File: src/rtl/mem_arbiter_if.sv
// rtl/mem_arbiter_if.sv - fetch/data request ports and unified memory bus of mem_arbiter
interface mem_arbiter_if #(
   parameter int AW = 32,
   parameter int DW = 32
);
   logic          if_req;
   logic [AW-1:0] if_addr;
   logic [DW-1:0] if_rdata;
   logic          if_ready;
   logic          if_stall;

   logic          d_rd;
   logic          d_wr;
   logic [AW-1:0] d_addr;
   logic [DW-1:0] d_wdata;
   logic [DW-1:0] d_rdata;
   logic          d_ready;
   logic          d_stall;

   logic          mem_en;
   logic          mem_we;
   logic [AW-1:0] mem_addr;
   logic [DW-1:0] mem_wdata;
   logic [DW-1:0] mem_rdata;

   modport slave (
      input  if_req, if_addr, d_rd, d_wr, d_addr, d_wdata, mem_rdata,
      output if_rdata, if_ready, if_stall, d_rdata, d_ready, d_stall,
             mem_en, mem_we, mem_addr, mem_wdata
   );

   modport master (
      output if_req, if_addr, d_rd, d_wr, d_addr, d_wdata, mem_rdata,
      input  if_rdata, if_ready, if_stall, d_rdata, d_ready, d_stall,
             mem_en, mem_we, mem_addr, mem_wdata
   );
endinterface

File: src/rtl/mem_arbiter.sv
// rtl/mem_arbiter.sv - round-robin arbiter of fetch and data ports onto one fixed-latency memory
module mem_arbiter #(
   parameter int AW  = 32,
   parameter int DW  = 32,
   parameter int LAT = 2
) (
   input logic         clk,
   input logic         rst,
   mem_arbiter_if.slave bus
);
   typedef enum logic [1:0] {IDLE, ISSUE, WAIT, RESP} state_t;
   typedef enum logic {FETCH, DATA} port_t;

   localparam logic [3:0] LAT_C = 4'(LAT);

   state_t        state_q, state_d;
   port_t         grant_q, grant_d;
   port_t         last_grant_q, last_grant_d;
   port_t         pick;
   logic          store_q, store_d;
   logic [3:0]    cnt_q, cnt_d;
   logic          mem_en_q, mem_en_d;
   logic          mem_we_q, mem_we_d;
   logic [AW-1:0] mem_addr_q, mem_addr_d;
   logic [DW-1:0] mem_wdata_q, mem_wdata_d;
   logic          if_ready_q, if_ready_d;
   logic          d_ready_q, d_ready_d;
   logic [DW-1:0] if_rdata_q, if_rdata_d;
   logic [DW-1:0] d_rdata_q, d_rdata_d;
   logic          d_req;

   assign d_req = bus.d_rd | bus.d_wr;

   always_comb begin
      state_d      = state_q;
      grant_d      = grant_q;
      last_grant_d = last_grant_q;
      store_d      = store_q;
      cnt_d        = cnt_q;
      mem_en_d     = 1'b0;
      mem_we_d     = 1'b0;
      mem_addr_d   = mem_addr_q;
      mem_wdata_d  = mem_wdata_q;
      if_ready_d   = 1'b0;
      d_ready_d    = 1'b0;
      if_rdata_d   = if_rdata_q;
      d_rdata_d    = d_rdata_q;
      // On a tie the port that did not win last time gets the memory.
      pick = (d_req && (!bus.if_req || last_grant_q == FETCH)) ? DATA : FETCH;

      case (state_q)
         IDLE: begin
            if (bus.if_req || d_req) begin
               grant_d      = pick;
               last_grant_d = pick;
               store_d      = (pick == DATA) && bus.d_wr;
               mem_en_d     = 1'b1;
               mem_we_d     = (pick == DATA) && bus.d_wr;
               mem_addr_d   = (pick == DATA) ? bus.d_addr : bus.if_addr;
               if (pick == DATA) mem_wdata_d = bus.d_wdata;
               cnt_d        = LAT_C;
               state_d      = ISSUE;
            end
         end
         ISSUE: state_d = WAIT;
         WAIT: begin
            cnt_d = cnt_q - 4'd1;
            if (cnt_q == 4'd1) begin
               if (grant_q == FETCH) begin
                  if_rdata_d = bus.mem_rdata;
                  if_ready_d = 1'b1;
               end else begin
                  if (!store_q) d_rdata_d = bus.mem_rdata;
                  d_ready_d = 1'b1;
               end
               state_d = RESP;
            end
         end
         RESP: state_d = IDLE;
         default: state_d = IDLE;
      endcase
   end

   always_ff @(posedge clk or posedge rst) begin
      if (rst) begin
         state_q      <= IDLE;
         grant_q      <= FETCH;
         last_grant_q <= FETCH;
         store_q      <= 1'b0;
         cnt_q        <= 4'd0;
         mem_en_q     <= 1'b0;
         mem_we_q     <= 1'b0;
         mem_addr_q   <= '0;
         mem_wdata_q  <= '0;
         if_ready_q   <= 1'b0;
         d_ready_q    <= 1'b0;
         if_rdata_q   <= '0;
         d_rdata_q    <= '0;
      end else begin
         state_q      <= state_d;
         grant_q      <= grant_d;
         last_grant_q <= last_grant_d;
         store_q      <= store_d;
         cnt_q        <= cnt_d;
         mem_en_q     <= mem_en_d;
         mem_we_q     <= mem_we_d;
         mem_addr_q   <= mem_addr_d;
         mem_wdata_q  <= mem_wdata_d;
         if_ready_q   <= if_ready_d;
         d_ready_q    <= d_ready_d;
         if_rdata_q   <= if_rdata_d;
         d_rdata_q    <= d_rdata_d;
      end
   end

   assign bus.mem_en    = mem_en_q;
   assign bus.mem_we    = mem_we_q;
   assign bus.mem_addr  = mem_addr_q;
   assign bus.mem_wdata = mem_wdata_q;
   assign bus.if_ready  = if_ready_q;
   assign bus.d_ready   = d_ready_q;
   assign bus.if_rdata  = if_rdata_q;
   assign bus.d_rdata   = d_rdata_q;
   assign bus.if_stall  = bus.if_req & ~if_ready_q;
   assign bus.d_stall   = d_req & ~d_ready_q;
endmodule

File: src/flat_wrapper.sv
// flat-port wrapper written by rule: the top's interface ports become plain ports
module mem_arbiter_flat 
#(
   parameter int AW  = 32,
   parameter int DW  = 32,
   parameter int LAT = 2
)
  (clk, rst, bus_if_req, bus_if_addr, bus_d_rd, bus_d_wr, bus_d_addr, bus_d_wdata, bus_mem_rdata, bus_if_rdata, bus_if_ready, bus_if_stall, bus_d_rdata, bus_d_ready, bus_d_stall, bus_mem_en, bus_mem_we, bus_mem_addr, bus_mem_wdata);
  mem_arbiter_if #(.AW(AW), .DW(DW)) bus_i ();
  input logic clk;
  input logic rst;
  input wire logic [$bits(bus_i.if_req)-1:0] bus_if_req;
  input wire logic [$bits(bus_i.if_addr)-1:0] bus_if_addr;
  input wire logic [$bits(bus_i.d_rd)-1:0] bus_d_rd;
  input wire logic [$bits(bus_i.d_wr)-1:0] bus_d_wr;
  input wire logic [$bits(bus_i.d_addr)-1:0] bus_d_addr;
  input wire logic [$bits(bus_i.d_wdata)-1:0] bus_d_wdata;
  input wire logic [$bits(bus_i.mem_rdata)-1:0] bus_mem_rdata;
  output wire logic [$bits(bus_i.if_rdata)-1:0] bus_if_rdata;
  output wire logic [$bits(bus_i.if_ready)-1:0] bus_if_ready;
  output wire logic [$bits(bus_i.if_stall)-1:0] bus_if_stall;
  output wire logic [$bits(bus_i.d_rdata)-1:0] bus_d_rdata;
  output wire logic [$bits(bus_i.d_ready)-1:0] bus_d_ready;
  output wire logic [$bits(bus_i.d_stall)-1:0] bus_d_stall;
  output wire logic [$bits(bus_i.mem_en)-1:0] bus_mem_en;
  output wire logic [$bits(bus_i.mem_we)-1:0] bus_mem_we;
  output wire logic [$bits(bus_i.mem_addr)-1:0] bus_mem_addr;
  output wire logic [$bits(bus_i.mem_wdata)-1:0] bus_mem_wdata;
  assign bus_i.if_req = bus_if_req;
  assign bus_i.if_addr = bus_if_addr;
  assign bus_i.d_rd = bus_d_rd;
  assign bus_i.d_wr = bus_d_wr;
  assign bus_i.d_addr = bus_d_addr;
  assign bus_i.d_wdata = bus_d_wdata;
  assign bus_i.mem_rdata = bus_mem_rdata;
  assign bus_if_rdata = bus_i.if_rdata;
  assign bus_if_ready = bus_i.if_ready;
  assign bus_if_stall = bus_i.if_stall;
  assign bus_d_rdata = bus_i.d_rdata;
  assign bus_d_ready = bus_i.d_ready;
  assign bus_d_stall = bus_i.d_stall;
  assign bus_mem_en = bus_i.mem_en;
  assign bus_mem_we = bus_i.mem_we;
  assign bus_mem_addr = bus_i.mem_addr;
  assign bus_mem_wdata = bus_i.mem_wdata;
  mem_arbiter #(.AW(AW), .DW(DW), .LAT(LAT)) u_core (.clk(clk), .rst(rst), .bus(bus_i));
endmodule
File: config.mk
export PLATFORM = sky130hd
export DESIGN_NAME = mem_arbiter_flat
export DESIGN_NICKNAME = d
export VERILOG_FILES = /design/src/rtl/mem_arbiter_if.sv /design/src/rtl/mem_arbiter.sv /design/src/flat_wrapper.sv
export SDC_FILE = /design/constraint.sdc
export NUM_CORES = 1
export LEC_CHECK = 0
export CAP_MARGIN = 10
export CORE_ASPECT_RATIO = 0.7
export CORE_MARGIN = 3
export CORE_UTILIZATION = 30
export CTS_BUF_LIST = sky130_fd_sc_hd__clkbuf_8
export CTS_CLUSTER_DIAMETER = 50
export DETAILED_ROUTE_END_ITERATION = 10
export HOLD_SLACK_MARGIN = 0.12
export PLACE_DENSITY = 0.65
export SYNTH_ARGS = -nofsm -noshare
export SYNTH_HDL_FRONTEND = slang
export SYNTH_SLANG_ARGS = --single-unit
File: constraint.sdc
create_clock -name clk -period 10.8 [get_ports clk]
set_clock_uncertainty 0.2 [all_clocks]
set_input_delay 1.62 -clock clk [delete_from_list [all_inputs] [get_ports clk]]
set_output_delay 1.62 -clock clk [all_outputs]
set_load 0.03 [all_outputs]
# After elaboration in Yosys (flattened, before gate mapping)
# Index checks and enable logic that the tools add are counted.
totals:
  regBits: 140
  elab_cells: 56
  input_bits: 133
op_classes:
  eq_ne: 6
  reduce_logical: 13
  n_addsub: 1
  n_bitwise: 7
  mux: 17
ops:
  columns: ["operator", "n"]
  rows:
  - ["two-way mux 32 bit", 1]
  - ["two-way mux 1 bit", 11]
  - ["one-hot mux 2 bit (4 select lines)", 1]
  - ["one-hot mux 4 bit (2 select lines)", 1]
  - ["AND reduction 2 bit", 3]
  - ["AND reduction 3 bit", 2]
  - ["equality test 2 bit (second input constant)", 2]
  - ["equality test 4 x 1 -> 1 bit (second input constant)", 1]
  - ["two-way mux 2 bit", 2]
  - ["two-way mux 4 bit", 1]
  - ["inequality test 2 x 1 -> 1 bit (second input constant)", 2]
  - ["NOT 1 bit", 4]
  - ["AND reduction 4 bit", 1]
  - ["subtractor 4 x 1 -> 4 bit (second input constant)", 1]
  - ["bitwise AND 1 bit", 2]
  - ["equality test 2 x 1 -> 1 bit (second input constant)", 1]
  - ["logical AND 1 bit", 2]
  - ["logical NOT 2 bit", 1]
  - ["logical OR 1 bit", 2]
  - ["nonzero test 2 bit", 1]
  - ["logical NOT 1 bit", 1]
  - ["bitwise OR 1 bit", 1]

# Depth between registers and ports, before layout
# Gate-level depths: netlist of the first run.
depth:
  word_depth: 7
  ltp_mapped: 7

# Worst setup path after synthesis of the first run
# No wires, ideal clock.
synth_timing:
  path_type: "input port to output port"
  startpoint: "in bus_if_req"
  endpoint: "out bus_if_stall"
  stages: 1
  arrival_ns: 2.075
  required_ns: 8.980
  slack_ns: 6.905
  path_cell_list: "nor2b_1"
synth_between:
  elab_chain_cells: 1
synth_lines:
  columns: ["item", "line", "text"]
  rows:
  - ["start: declaration", "flat_wrapper.sv:12", "input wire logic [$bits(bus_i.if_req)-1:0] bus_if_req;"]
  - ["bitwise AND 1 bit", "mem_arbiter.sv:124", "assign bus.if_stall = bus.if_req & ~if_ready_q;"]
  - ["end: declaration", "flat_wrapper.sv:21", "output wire logic [$bits(bus_i.if_stall)-1:0] bus_if_stall;"]
# Every way passes these cells.

# Final worst setup path of the first run
# Ends and elaborated chain as after synthesis.

==> results of run 1 <==
==> cell usage after synthesis, types with 4 or more instances <==
library cell  count
ha_1              4
nor2_1            6
mux2_4           29
dfrtp_1         140
o21ai_0          36
mux2i_1          32
mux2_2           66
clkbuf_1          7
nand2_1          37
inv_1            10
buf_2            11
==> layer usage <==
| layer | vias to the layer above | part of all wire | GRT usage |
|---|---|---|---|
| met5 | - | 0 | 0 |
| met4 | 0 | 0.011 | 0.0422 |
| met3 | 14 | 0.089 | 0.0599 |
| met2 | 161 | 0.47 | 0.234 |
| met1 | 2015 | 0.43 | 0.178 |
| li1 | 1939 | - | - |
==> flip-flops by register name, indices dropped and copies added (netlist names) <==
register / cells
u_core.bus.d_rdata: 32
u_core.bus.d_ready: 1
u_core.bus.if_rdata: 32
u_core.bus.if_ready: 1
u_core.bus.mem_addr: 32
u_core.bus.mem_en: 1
u_core.bus.mem_wdata: 32
u_core.bus.mem_we: 1
u_core.cnt_q: 4
u_core.grant_q: 1
u_core.state_q: 2
u_core.store_q: 1
==> report_power, final <==
part           internal [uW]  total (uW)  switching [uW]
Combinational            694        1500             806
Sequential               774         911             137
Clock                    219         428             209
Total                   1690        2840            1150
==> logic make-up (layout without fill, tap and decap cells) <==
group                      Yosys count  in the layout
DFF                                140            140
and+or+nand+nor                     53             53
buffers and inverters               31            314
adders and majority gates            4              4
muxes                              129            129
AOI/OAI and AO/OA                   45             45
==> final cells by class <==
class                      instances  area, um2
fill                            1624       9320
sequential                       140       3500
timing repair buffer             272       2710
multi-input combinational        231       2090
tap                              236        295
clock buffer                      19        262
clock inverter                    13        141
inverter                          10       42.5
==> per-stage QoR <==
stage               area [um2]  hold WS, ns  setup WS, ns
finish                    9040        0.282          5.81
global route              9040        0.311          5.77
CTS                       9040        0.288          5.78
detailed placement        8640        0.273          5.78
global placement          8640        0.268          5.78
floorplan                 5710        0.260          5.23
==> tightest hold or removal path: stages, from the launching register on <==
cell     delay, ns
dfrtp_1       0.34
nand2_1       0.05
o21ai_0       0.06
==> worst max path at each step <==
stage / from / endpoint / slack (ns) / cells after the start
after floorplan: rst / u_core.bus.d_rdata[0]$_DFFE_PP0P_ / 5.23 / 1
after global routing: bus_if_req / bus_if_stall / 5.77 / 3
after global placement: bus_if_req / bus_if_stall / 5.78 / 3
final: bus_if_req / bus_if_stall / 5.81 / 3
after CTS: bus_if_req / bus_if_stall / 5.78 / 3
after detailed placement: bus_if_req / bus_if_stall / 5.78 / 3
==> cells in the final DEF, fill, tap and decap left out, types with 3 or more instances in the layout <==
| master | n |
|---|---|
| buf_4 | 5 |
| a21oi_1 | 3 |
| mux2_4 | 29 |
| inv_6 | 3 |
| nand2_1 | 37 |
| clkbuf_8 | 19 |
| dfrtp_1 | 140 |
| ha_1 | 4 |
| mux2i_1 | 32 |
| mux2_2 | 66 |
| o21ai_0 | 36 |
| inv_1 | 10 |
| clkdlybuf4s50_1 | 266 |
| clkinv_4 | 4 |
| nor2_1 | 6 |
==> metrics, run 1 <==
first drt pass iteration count=4; hold wc startpoint=u_core.bus.mem_addr[24]$_DFFE_PP0P_; Setup Fix Bufs, Post-CTS=0; Fin Setup TNS=0 ns; number of buffers added on ports=266; GRT overflow=0; post-synthesis xor/xnor area fraction=0; post-DR vias/cell=4.48; Final period util=0.462; largest family of logic cells by synthesized area=multiplexers; DRC=0; Routed WL per cell=between 15 and 20 um; Synth area leaders=dfrtp_1, mux2_2, mux2_4; first-pass GRT wire length=23500 um; Synth Area in Compound Gates=0.0427; r2r setup slk=8.06 ns; cell family with most CP delay=buffers and inverters; fin crit period=4.99 ns; cells on worst reg2reg path=6; clk root buf=clkbuf_8; dpl hpwl=about 11000 um; Top cell by count, worst path=clkdlybuf4s50_1; WP data arrival=3.17 ns; RD Place Congestion=around 0.73; final WL=15000 um; worst r2r src=u_core.cnt_q[1]$_DFFE_PP0P_; antenna violations before repair=0; fraction of layout cells with a size suffix above 1=0.203; # H-tree levels=4; hold path endpoint=u_core.bus.mem_addr[24]$_DFFE_PP0P_; vias in the first global route=4447; CP Cell Sequence=clkdlybuf4s50_1, nor2b_1, clkdlybuf4s50_1; Post-synth EDFFs=0; largest area contributor in the netlist=dfrtp_1; CTS Buf Count=17; pin count of the biggest net entering global routing=82; Die H=121 um; CTS resizes=0; post-route ant nets=0; Yosys cell types=27; Slew Limit Headroom=0.318; sequential share of the synthesized area=0.613; synth-to-layout area growth=58.3%; Yosys reg bits=between 100 and 150; crit path kind=input pin to output port; Non-Filler Instances=between 900 and 1000; Sink Count=140; Max IR drop VDD=136 uV; GRT Overall Usage=0.145; Pwr Density=between 300 and 400 nW/um2; ys async rst share=1.00; Crit Path Max Fanout=4; Primary FF master, synth=dfrtp_1; final setup violation count=0; Syn. warnings=0; simple-gate area share of the yosys netlist=0.0421; initial core utilization=0.311; clk slew on worst S/H paths=0.08 ns; Syn Area/Cell=14.2 um2; CTS tree=yes; Slew @ Worst Pin=1.02 ns; Slew Limit Fails=0; die width=171 um; f_max=~200 MHz; Inst Count DP=around 900; I/O Pins=267; CP required=around 9 ns; Crit path largest cell delay=0.69 ns; Nets=a little over 800; mux contribution to synthesized area=0.266; Buf+Inv Stages, Crit Path=2; run status=completed; ant diodes=0; Static Leak=between 0.004 and 0.005 uW; Hold Crit Depth=2; post-synthesis cell area=~5700 um2; clock buffer depth=2; CP max-delay cell=clkdlybuf4s50_1; post-synth top area share=0.613; Core Footprint=18400 um2; RR Endpoint=u_core.bus.if_rdata[25]$_DFFE_PP0P_; initial drt markers=103; vias=4129; final core occ=0.492; CP endpoint kind=output port; CTS Hold Bufs=0; syn_nets=539; power consumption=2840 uW; adder-cell share of the synthesized area=0.00876; DIE AREA=20800 um2; RSZ-0062 raised after global routing=false; Synth Instances=402; Critical Path Source Type=input pin; Final Hold Vio Count=0; HP Class=flip-flop to flip-flop; Max Cap Viol=0; Skew-Pair Late Insertion Delay=0.43 ns; FP Rows=41
(Power assumes the default switching activity.)
==> inputs of run 2 (changes only) <==
PLACE_DENSITY = 0.67   (was 0.65)
clock period = 4.3 ns   (was 10.8 ns; I/O delays follow)
==> run 2 against run 1 <==
Effect of this change:
- critical path depth up 1
- utilization increased by 0.13 points
- global-route usage up 0.73 points
- critical path type unchanged
- hold slack improved by 0.0022 ns
- register-to-register slack lost 6.5 ns
- sequential share of layout area down 0.10 points
- sequential cell count is the same
- die area unchanged
==> metrics, run 2 (synthesis results as in run 1) <==
clock buffer depth=2 (unchanged); Core Footprint=18400 um2 (unchanged); antenna violations before repair=0 (unchanged); Clock Power Share=0.154 (+0.003); CTS resizes=0 (unchanged); Max IR drop VDD=369 uV (+170%); Critical Path Source Type=input pin; Setup Fix Bufs, Post-CTS=0 (unchanged); RD Place Congestion=0.749 (+3.0%); worst setup path end=bus_d_stall; M3 GR Usage=0.0729 (+0.0130); Nets=810 (+0.12%); WP data arrival=2.15 ns (-1.02 ns); first drt pass iteration count=4 (unchanged); crit path kind=input pin to output port; GRT overflow=0 (unchanged); first-pass GRT wire length=24500 um (+4.3%); die width=171 um (unchanged); Final Hold Vio Count=0 (unchanged); Fin Setup TNS=0 ns (unchanged); r2r setup slk=1.53 ns (-6.53 ns); worst r2r src=u_core.cnt_q[1]$_DFFE_PP0P_; DIE AREA=20800 um2 (unchanged); number of buffers added on ports=266 (unchanged); Slew @ Worst Pin=0.812 ns (-0.211 ns); Pwr Density=792 nW/um2 (+150%); Skew-Pair Late Insertion Delay=0.43 ns (about the same); Static Leak=0.00402 uW (+0.29%); RSZ-0062 raised after global routing=false; crit path from=bus_d_wr; sequential cell area=3500 um2 (unchanged); Routed WL per cell=16.6 um (+1.8%); ant diodes=0 (unchanged); Slew Limit Fails=0 (unchanged); Sink Count=140 (unchanged); Final period util=0.696; met1 Use GR=0.187 (+0.00921); final setup violation count=0 (unchanged); global routing usage on met2=0.238 (+0.00421); GRT Max-Usage Layer=met2; combinational share of power=0.526 (-0.003); internal power=4270 uW (+150%); Slew Limit Headroom=0.459 (+0.141); cells on worst reg2reg path=6 (unchanged); run status=completed; CP endpoint kind=output port; initial drt markers=215 (+110%); Multi-input gate area=2090 um2 (unchanged); GRT Overall Usage=0.152 (+0.00735); CTS tree=yes; post-route ant nets=0 (unchanged); f_max=334 MHz; synth-to-layout area growth=58.8%; vias=4140 (+0.27%); CTS Buf Count=17 (unchanged); fraction of layout cells with a size suffix above 1=0.203 (-0.000296); RR Endpoint=u_core.bus.if_rdata[20]$_DFFE_PP0P_; Non-Filler Instances=922 (+0.11%); HP Class=flip-flop to flip-flop; Sw Ratio=0.406 (about the same); CTS Hold Bufs=0 (unchanged); post-DR vias/cell=4.49 (+0.16%); dpl hpwl=11400 um (+2.4%); # H-tree levels=4 (unchanged); Net Sw Power=2910 uW (+150%); Die H=121 um (unchanged); fin crit period=2.99 ns; most frequent cells in the layout=clkdlybuf4s50_1, dfrtp_1, mux2_2; Filler cells=1596 (-1.7%); I/O Pins=267 (unchanged); initial core utilization=0.311 (unchanged); sequential share of power=0.320 (about the same); clk slew on worst S/H paths=0.08 ns (about the same); power consumption=7180 uW (+150%); DRC=0 (unchanged); final WL=15300 um (+1.9%); most common cell after layout, fill and taps aside=clkdlybuf4s50_1; Inst Count DP=890 (+0.23%); CP required=3.45 ns (-5.53 ns); vias in the first global route=4609 (+3.6%); clk root buf=clkbuf_8; Max Cap Viol=0 (unchanged); FP Rows=41 (unchanged); Crit Path Max Fanout=5 (+1); Min Hold Slack=0.285 ns (+0.00220 ns); pin count of the biggest net entering global routing=91 (+11%)
## run 2: area by class of cell
cell class,instances,area share
clock buffers,17,0.0258
clock inverters,15,0.0189
inverters,10,0.00455
multi-input cells,231,0.231
flip-flops and latches,140,0.386
well taps,236,0.0326
repair buffers,273,0.301
## run 2: how the worst min path moves through the flow
stage	start	endpoint	slack [ns]	cells past startpoint
2_1_floorplan	u_core.state_q[0]$_DFFE_PP0P_	u_core.state_q[0]$_DFFE_PP0P_	0.26	1
3_3_place_gp	u_core.bus.d_rdata[13]$_DFFE_PP0P_	u_core.bus.d_rdata[13]$_DFFE_PP0P_	0.27	1
3_5_place_dp	u_core.bus.mem_addr[16]$_DFFE_PP0P_	u_core.bus.mem_addr[16]$_DFFE_PP0P_	0.27	2
4_1_cts	rst	u_core.bus.mem_wdata[11]$_DFFE_PP0P_	0.27	2
5_1_grt	rst	u_core.bus.mem_wdata[15]$_DFFE_PP0P_	0.28	2
6_report	u_core.bus.mem_addr[16]$_DFFE_PP0P_	u_core.bus.mem_addr[16]$_DFFE_PP0P_	0.28	2
## run 2: stage by stage
| stage | cell area (um2) | utilization | setup WS (ns) |
|---|---|---|---|
| CTS | 9070 | 0.494 | 1.31 |
| detailed placement | 8660 | 0.472 | 1.31 |
| global placement | 8660 | 0.472 | 1.31 |
| floorplan | 5720 | - | 1.71 |
| finish | 9070 | 0.494 | 1.31 |
| global route | 9070 | 0.494 | 1.23 |
## run 2: power by group through the flow
stage | clock network (uW) | logic, uW | registers [uW]
CTS | 1140 | 3820 | 2310
global route | 1210 | 4000 | 2390
global placement | 0 | 3750 | 2290
detailed placement | 0 | 3810 | 2320
finish | 1110 | 3770 | 2300
floorplan | 0 | 1050 | 3440
## run 2: worst max-delay path, cell delays in order
cell             delay [ns]
clkdlybuf4s50_1        0.64
nor2_1                 0.09
nor2_1                 0.09
clkdlybuf4s50_1        0.67
## run 2: routing by layer
metal / share of wire / vias to the layer above
met5: 0 / -
met4: 0.010 / 0
met3: 0.10 / 12
met2: 0.47 / 160
met1: 0.42 / 2028
li1: - / 1940
